$ cat src/rtl/fifo_ref_mem.sv
// Ring-buffer FIFO model with occupancy counter; push/pop are the accepted
// operations, so a write on a full buffer or a read on an empty one is dropped.
module fifo_ref_mem #(
  parameter int unsigned WIDTH = 16,
  parameter int unsigned DEPTH = 8,
  parameter int unsigned CW    = $clog2(DEPTH + 1),
  parameter int unsigned PW    = $clog2(DEPTH)
) (
  input  logic             clk,
  input  logic             rst_n,
  input  logic             wr_en,
  input  logic             rd_en,
  input  logic [WIDTH-1:0] data_in,
  output logic             push,
  output logic             pop,
  output logic [WIDTH-1:0] head,
  output logic [CW-1:0]    cnt
);

  logic [WIDTH-1:0] mem [DEPTH];
  logic [PW-1:0]    wr_ptr;
  logic [PW-1:0]    rd_ptr;

  // Full blocks the write half of wr&rd, empty blocks the read half.
  assign push = wr_en && (cnt != CW'(DEPTH));
  assign pop  = rd_en && (cnt != '0);
  assign head = mem[rd_ptr];

  function automatic logic [PW-1:0] next_ptr(input logic [PW-1:0] p);
    return (p == PW'(DEPTH - 1)) ? '0 : p + PW'(1);
  endfunction

  always_ff @(posedge clk) begin
    if (push) mem[wr_ptr] <= data_in;
  end

  always_ff @(posedge clk) begin
    if (!rst_n) begin
      wr_ptr <= '0;
      rd_ptr <= '0;
      cnt    <= '0;
    end else begin
      if (push) wr_ptr <= next_ptr(wr_ptr);
      if (pop)  rd_ptr <= next_ptr(rd_ptr);
      if (push && !pop)      cnt <= cnt + CW'(1);
      else if (pop && !push) cnt <= cnt - CW'(1);
    end
  end

endmodule

$ cat config.mk
export PLATFORM = sky130hd
export DESIGN_NAME = fifo_ref_mem
export DESIGN_NICKNAME = d
export VERILOG_FILES = /design/src/rtl/fifo_ref_mem.sv
export SDC_FILE = /design/constraint.sdc
export NUM_CORES = 1
export LEC_CHECK = 0
export ABC_AREA = 0
export BUFFER_PORTS_ARGS = -buffer_cell sky130_fd_sc_hd__buf_2
export CAP_MARGIN = 0
export CORE_ASPECT_RATIO = 2
export CORE_MARGIN = 1
export CORE_UTILIZATION = 35
export DETAILED_ROUTE_END_ITERATION = 16
export SLEW_MARGIN = 20
export SYNTH_ARGS = -nofsm -noshare
export SYNTH_HDL_FRONTEND = slang
export SYNTH_SLANG_ARGS = --single-unit
$ cat constraint.sdc
create_clock -name clk -period 5.24 [get_ports clk]
set_input_delay 0 -clock clk [delete_from_list [all_inputs] [get_ports clk]]
set_output_delay 0 -clock clk [all_outputs]
set_load 0.02 [all_outputs]
==> impl_metrics.ini, run 1 <==
[timing]
finalMaxSlewViolations = 0
layout_setup_ws_ns = 2.42
timing.setup.tns_ns = 0
relSlewSlack = 0.295
hold_violations = 0
setup_violations = 0
skew_ns = 0.00973
finalCriticalPeriod_ns = 2.82
period_share = 0.538
rsz0062_at_grt = false
worst_slew_pin_slew_ns = 1.06
max_freq_ghz = 0.354

[synth]
syn_avg_cell_area_um2 = 21.7
synth_cell_type_count = 32
yosysSeqAreaShare = 0.731
synth_cells = 259
ys_warn_count = 0
synth_area_um2 = 5610
syn_nets = 287
ys_ff_latch = 141

[layout]
antenna_cells = 0
final_layout_size_suffix_gt1_frac = 0.305
mostFrequentLayoutCell = edfxtp_1
layout.nets = 362
syn_to_final_growth_pct = 22.2
fillers = 1339
layout_common_cells = edfxtp_1, buf_2, mux4_1, dlygate4sd3_1, clkbuf_16

[routing]
drtIter0Drc = 114
remaining_drc_errors = 0
avgViaCountPerCell = 4.89
wl_mm = 10.0
antenna_left = 0
first_pass_iters = 4
routedWlPerCell_um = 18.3
num_vias = 2682

[global_route]
grt_max_degree = 33
antenna_found_initial = 0
grt-ovfl-total = 0
grt.total_usage = 0.134
grt_pass1_vias = 2943
grt_pass1_wl_mm = 15.8

[placement]
portBuffers = 41
gp_congestion = 0.722
place_ws_ns = 2.42
dp_hpwl_mm = 5.96

[worst_setup_path]
crit_fanout = 9
r2r-start = cnt[0]$_SDFFE_PN0P_
path_cells = or3_4 -> o21ai_2 -> inv_1 -> ha_1 -> inv_1 -> ha_1 -> a21oi_1 -> a211oi_1 -> a31oi_1 -> mux2i_1
cp.arrival_ns = 3.18
cp.required_ns = 5.59
end_kind = register
r2r_slack_ns = 2.42
r2r.worst_path.cells = 10
crit_type = register to register
cp_top_family = compound AO/OA/AOI/OAI gates
cpPeakStageDelay_ns = 0.43
slowest_stage = or3_4
rr_endpoint = cnt[3]$_SDFFE_PN0P_
crit_buf_inv = 2
critPathLaunchType = register

[floorplan]
fp.coreArea_um2 = 15700
rows = 65
initial_core_util = 0.358
dieWidth_um = 91.5
num_io_pins = 42
dieArea_um2 = 16600
fp.dieH_um = 181

[clocking]
holdBufCountCts = 18
htreeDepth = 4
clkLatencyLatePin_ns = 0.42
cts_buffers = 17
post_cts_buffers = 0
cts-resized-gates = 0
cts_tree = yes
root_buffer = clkbuf_16
path_clk_slew_ns = 0.06
cts_sinks = 141
cts.path.max_buffers = 2

[pwr]
max-vdd-ir-drop_mv = 0.272
p_leak_nw = 2.36
powerDensity_nw_per_um2 = 467

[worst_hold_path]
hold_start = wr_en
min_delay_path_depth = 4
hold_path.class = primary input to register
hold_end = wr_ptr[0]$_SDFFE_PN0P_

[job]
cap_violations = 0

[status]
status = finished, final reports clean
==> cells by family (layout without fill, tap and decap cells) <==
group / count (synthesis) / count (layout) / share of synthesized area
DFF: 141 / 141 / 0.731
buffers and inverters: 15 / 103 / 0.0156
muxes: 52 / 52 / 0.188
xor gates and xnor gates: 2 / 2 / 0.00312
and+or+nand+nor: 31 / 31 / 0.0283
AOI/OAI and AO/OA: 10 / 10 / 0.0140
adders and majority gates: 8 / 8 / 0.0192
==> cell usage after synthesis <==
cell type	n	area share
o21ai_0	1	0.00089
edfxtp_1	128	0.68
nand2_1	10	0.0067
clkbuf_1	4	0.0027
mux2i_1	4	0.0071
a21boi_0	4	0.0054
buf_1	2	0.0013
a31oi_1	1	0.0011
xnor2_1	2	0.0031
a21oi_1	1	0.00089
mux4_2	1	0.0040
and2_1	2	0.0022
nor2b_1	3	0.0033
buf_6	4	0.0080
nor3_1	4	0.0036
ha_1	7	0.016
mux2_2	16	0.032
a211oi_1	1	0.0013
fa_1	1	0.0036
mux4_1	31	0.15
o21ai_2	1	0.0016
nor2_1	4	0.0027
or3_1	2	0.0022
nand3b_1	1	0.0013
nand3_1	1	0.00089
nand2b_1	2	0.0022
inv_1	4	0.0027
clkbuf_2	1	0.00089
dfxtp_1	13	0.046
o21ai_4	1	0.0029
nor4_1	1	0.0011
or3_4	1	0.0020
==> where the power goes <==
group / leakage, nW / switching, W / internal (W) / total [W]
combinational: 0.814 / 0.000346 / 0.000318 / 0.000665
sequential: 1.27 / 0.0000622 / 0.00131 / 0.00137
clock: 0.278 / 0.000464 / 0.000705 / 0.00117
==> tightest hold or removal path: cells and delay by family <==
kind            cells  cell delay [ns]
compound gates      2             0.21
simple gates        1             0.11
buf+inv             1             0.09
==> state kept, by name, summed over array words and instances (netlist names), named ones only <==
name / cells
mem: 128
cnt: 4
rd_ptr: 3
wr_ptr: 3
==> metrics by stage <==
step	cells	utilization	hold WS, ns	power, W	cell area (µm²)
CTS	548	0.437	0.0185	0.00324	6860
floorplan	259	-	0.0989	0.00188	5610
global placement	498	0.388	0.263	0.00204	6090
global route	548	0.437	0.0479	0.00334	6860
detailed placement	498	0.388	0.269	0.00206	6090
finish	548	0.437	0.0338	0.00320	6860
==> final cells by class <==
type,instances,area [µm²],area share
clock inverter,15,161,0.0235
inverter,4,15.0,0.00219
tap,201,251,0.0367
multi-input combinational,103,1450,0.212
sequential,141,4110,0.599
clock buffer,17,425,0.0620
timing repair buffer,67,445,0.0650
==> worst max-delay path by stage <==
stage,cells past startpoint,startpoint,slack [ns],endpoint
3_5_place_dp,10,cnt[0]$_SDFFE_PN0P_,2.42,cnt[3]$_SDFFE_PN0P_
2_1_floorplan,3,cnt[0]$_SDFFE_PN0P_,2.40,mem[0][0]$_DFFE_PP_
5_1_grt,10,cnt[0]$_SDFFE_PN0P_,2.24,cnt[3]$_SDFFE_PN0P_
6_report,10,cnt[0]$_SDFFE_PN0P_,2.42,cnt[3]$_SDFFE_PN0P_
3_3_place_gp,10,cnt[0]$_SDFFE_PN0P_,2.52,cnt[3]$_SDFFE_PN0P_
4_1_cts,10,cnt[0]$_SDFFE_PN0P_,2.41,cnt[3]$_SDFFE_PN0P_
==> per-layer routing <==
layer  GRT usage  vias to the layer above  part of all wire
li1            -                     1235                 -
met1       0.143                     1379              0.40
met2       0.236                       53              0.54
met3      0.0408                       15             0.036
met4      0.0635                        0             0.023
met5           0                        -                 0
Power figures use the tool's default switching activity.
==> inputs of run 2 (changes only) <==
clock period = 2.4 ns   (was 5.24 ns; I/O delays follow)
==> run 2 against run 1 <==
Register-to-register slack got worse by 2.3 ns; via count rose by 0.86%; sequential share of layout area fell by 1.0 points; total power rose by 130%; critical path depth did not move; maximum frequency rose by 24%; clock skew fell by 0.0035 ns; highest routed layer unchanged.
==> impl_metrics.ini, run 2 (synthesis results as in run 1) <==
[pwr]
p_leak_nw = 2.40
swShare = 0.262
pwr-share-clk = 0.372
powerDensity_nw_per_um2 = 1040
p_comb_frac = 0.221
internal-power_w = 0.00536
max-vdd-ir-drop_mv = 0.607
p_switching_w = 0.00190
seq_power_share = 0.407

[routing]
drtIter0Drc = 141
remaining_drc_errors = 0
avgViaCountPerCell = 4.88
first_pass_iters = 4
routedWlPerCell_um = 18.4
num_vias = 2705
antenna_left = 0
wl_mm = 10.2

[layout]
fillers = 1335
top_register = mem
syn_to_final_growth_pct = 24.4
final_core_util = 0.445
final_cell_area_um2 = 6980
layout.nets = 368
largest_reg_flops = 128
mostFrequentLayoutCell = edfxtp_1
layout_common_cells = edfxtp_1, buf_2, mux4_1, dlygate4sd3_1, clkbuf_16
final_cells = 554
top_regs = mem x128, cnt x4
final_layout_size_suffix_gt1_frac = 0.329
antenna_cells = 0

[clocking]
cts_buffers = 17
path_clk_slew_ns = 0.06
cts_tree = yes
cts.path.max_buffers = 2
root_buffer = clkbuf_16
htreeDepth = 4
clkLatencyLatePin_ns = 0.41
cts_sinks = 141

[timing]
finalMaxSlewViolations = 0
hold_violations = 0
relSlewSlack = 0.712
finalCriticalPeriod_ns = 2.27
setup_violations = 0
period_share = 0.947
timing.setup.tns_ns = 0
skew_ns = 0.00618
worst_slew_pin_slew_ns = 0.432
rsz0062_at_grt = false
max_freq_ghz = 0.440

[placement]
placed_area_um2 = 6160
gp_congestion = 0.676
post-place-cells = 503
portBuffers = 41
dp_hpwl_mm = 6.21

[worst_setup_path]
crit_type = register to register
startpoint = cnt[0]$_SDFFE_PN0P_
cp.required_ns = 2.74
end_kind = register
r2r-start = cnt[0]$_SDFFE_PN0P_
crit_fanout = 5
cp.arrival_ns = 2.61
r2r_slack_ns = 0.13
critPathLaunchType = register

[global_route]
antenna_found_initial = 0
grt.total_usage = 0.135
grt-ovfl-total = 0
grt_pass1_vias = 2898
grt_pass1_wl_mm = 16.0
grt_max_degree = 33

[status]
status = finished, final reports clean

[floorplan]
fp.coreArea_um2 = 15700
num_io_pins = 42
dieWidth_um = 91.5
dieArea_um2 = 16600
initial_core_util = 0.358
fp.dieH_um = 181
rows = 65

[worst_hold_path]
hold_start = rd_en
hold_path.class = primary input to register

[job]
cap_violations = 0
==> run 2: cell types whose count changed in the layout (fill, tap and decap cells not counted), sizes merged <==
cell	change
clkinvlp	+2
clkinv	-1
buf	+6
bufinv	+2
inv	-3
==> run 2: metal layers <==
layer,up-vias,GRT usage,routed length [µm],share of wire
li1,1244,-,-,-
met1,1400,0.144,3750,0.37
met5,-,0,0,0
met4,0,0.0590,172,0.017
met2,49,0.244,5920,0.58
met3,12,0.0362,363,0.036
==> run 2: critical path: stages (launching register included) <==
cell and delay [ns]:
dfxtp_2 0.35, or3_4 0.43, o21ai_4 0.19, inv_4 0.06, ha_1 0.22, inv_2 0.11, ha_4 0.22, a21oi_2 0.14
a211oi_1 0.09, a31oi_1 0.20, mux2i_1 0.20
==> run 2: metrics by stage <==
| stage | power (W) | setup slack, ns | hold WS (ns) |
|---|---|---|---|
| CTS | 0.00730 | 0.00945 | 0.0808 |
| global route | 0.00757 | 0.0108 | 0.140 |
| floorplan | 0.00413 | 0.00644 | 0.0989 |
| finish | 0.00725 | 0.128 | 0.0997 |
| global placement | 0.00453 | 0.0903 | 0.259 |
| detailed placement | 0.00458 | 0.0154 | 0.274 |
==> run 2: area by class of cell <==
class                   count  area (µm²)  area share
well taps                 201         251      0.0360
multi-input cells         103        1480       0.212
clock inverters            15         196      0.0281
inverters                   4        17.5     0.00251
repair buffers             73         503      0.0721
flip-flops and latches    141        4110       0.588
clock buffers              17         425      0.0610
==> run 2: timing repair <==
| action | 4_1_cts | 5_1_grt |
|---|---|---|
| resized for setup | 0 | 2 |
| setup buffers | 0 | 1 |
| endpoints found under the setup margin | 0 | 1 |
| endpoints found under the hold margin | 141 | 0 |
| hold buffers | 18 | 0 |
==> run 2: power groups by stage <==
stage               logic, W  clock network, W  registers [W]
global route         0.00174           0.00285        0.00297
detailed placement   0.00157                 0        0.00300
floorplan            0.00111                 0        0.00302
global placement     0.00154                 0        0.00299
finish               0.00160           0.00270        0.00295
CTS                  0.00160           0.00274        0.00295
==> run 2: final timing paths <==
check	to	depth (start not counted)
max reg2reg	cnt[3]$_SDFFE_PN0P_	10
min reg2reg	rd_ptr[0]$_SDFFE_PN0P_	2
min	rd_ptr[0]$_SDFFE_PN0P_	5
max	cnt[3]$_SDFFE_PN0P_	10
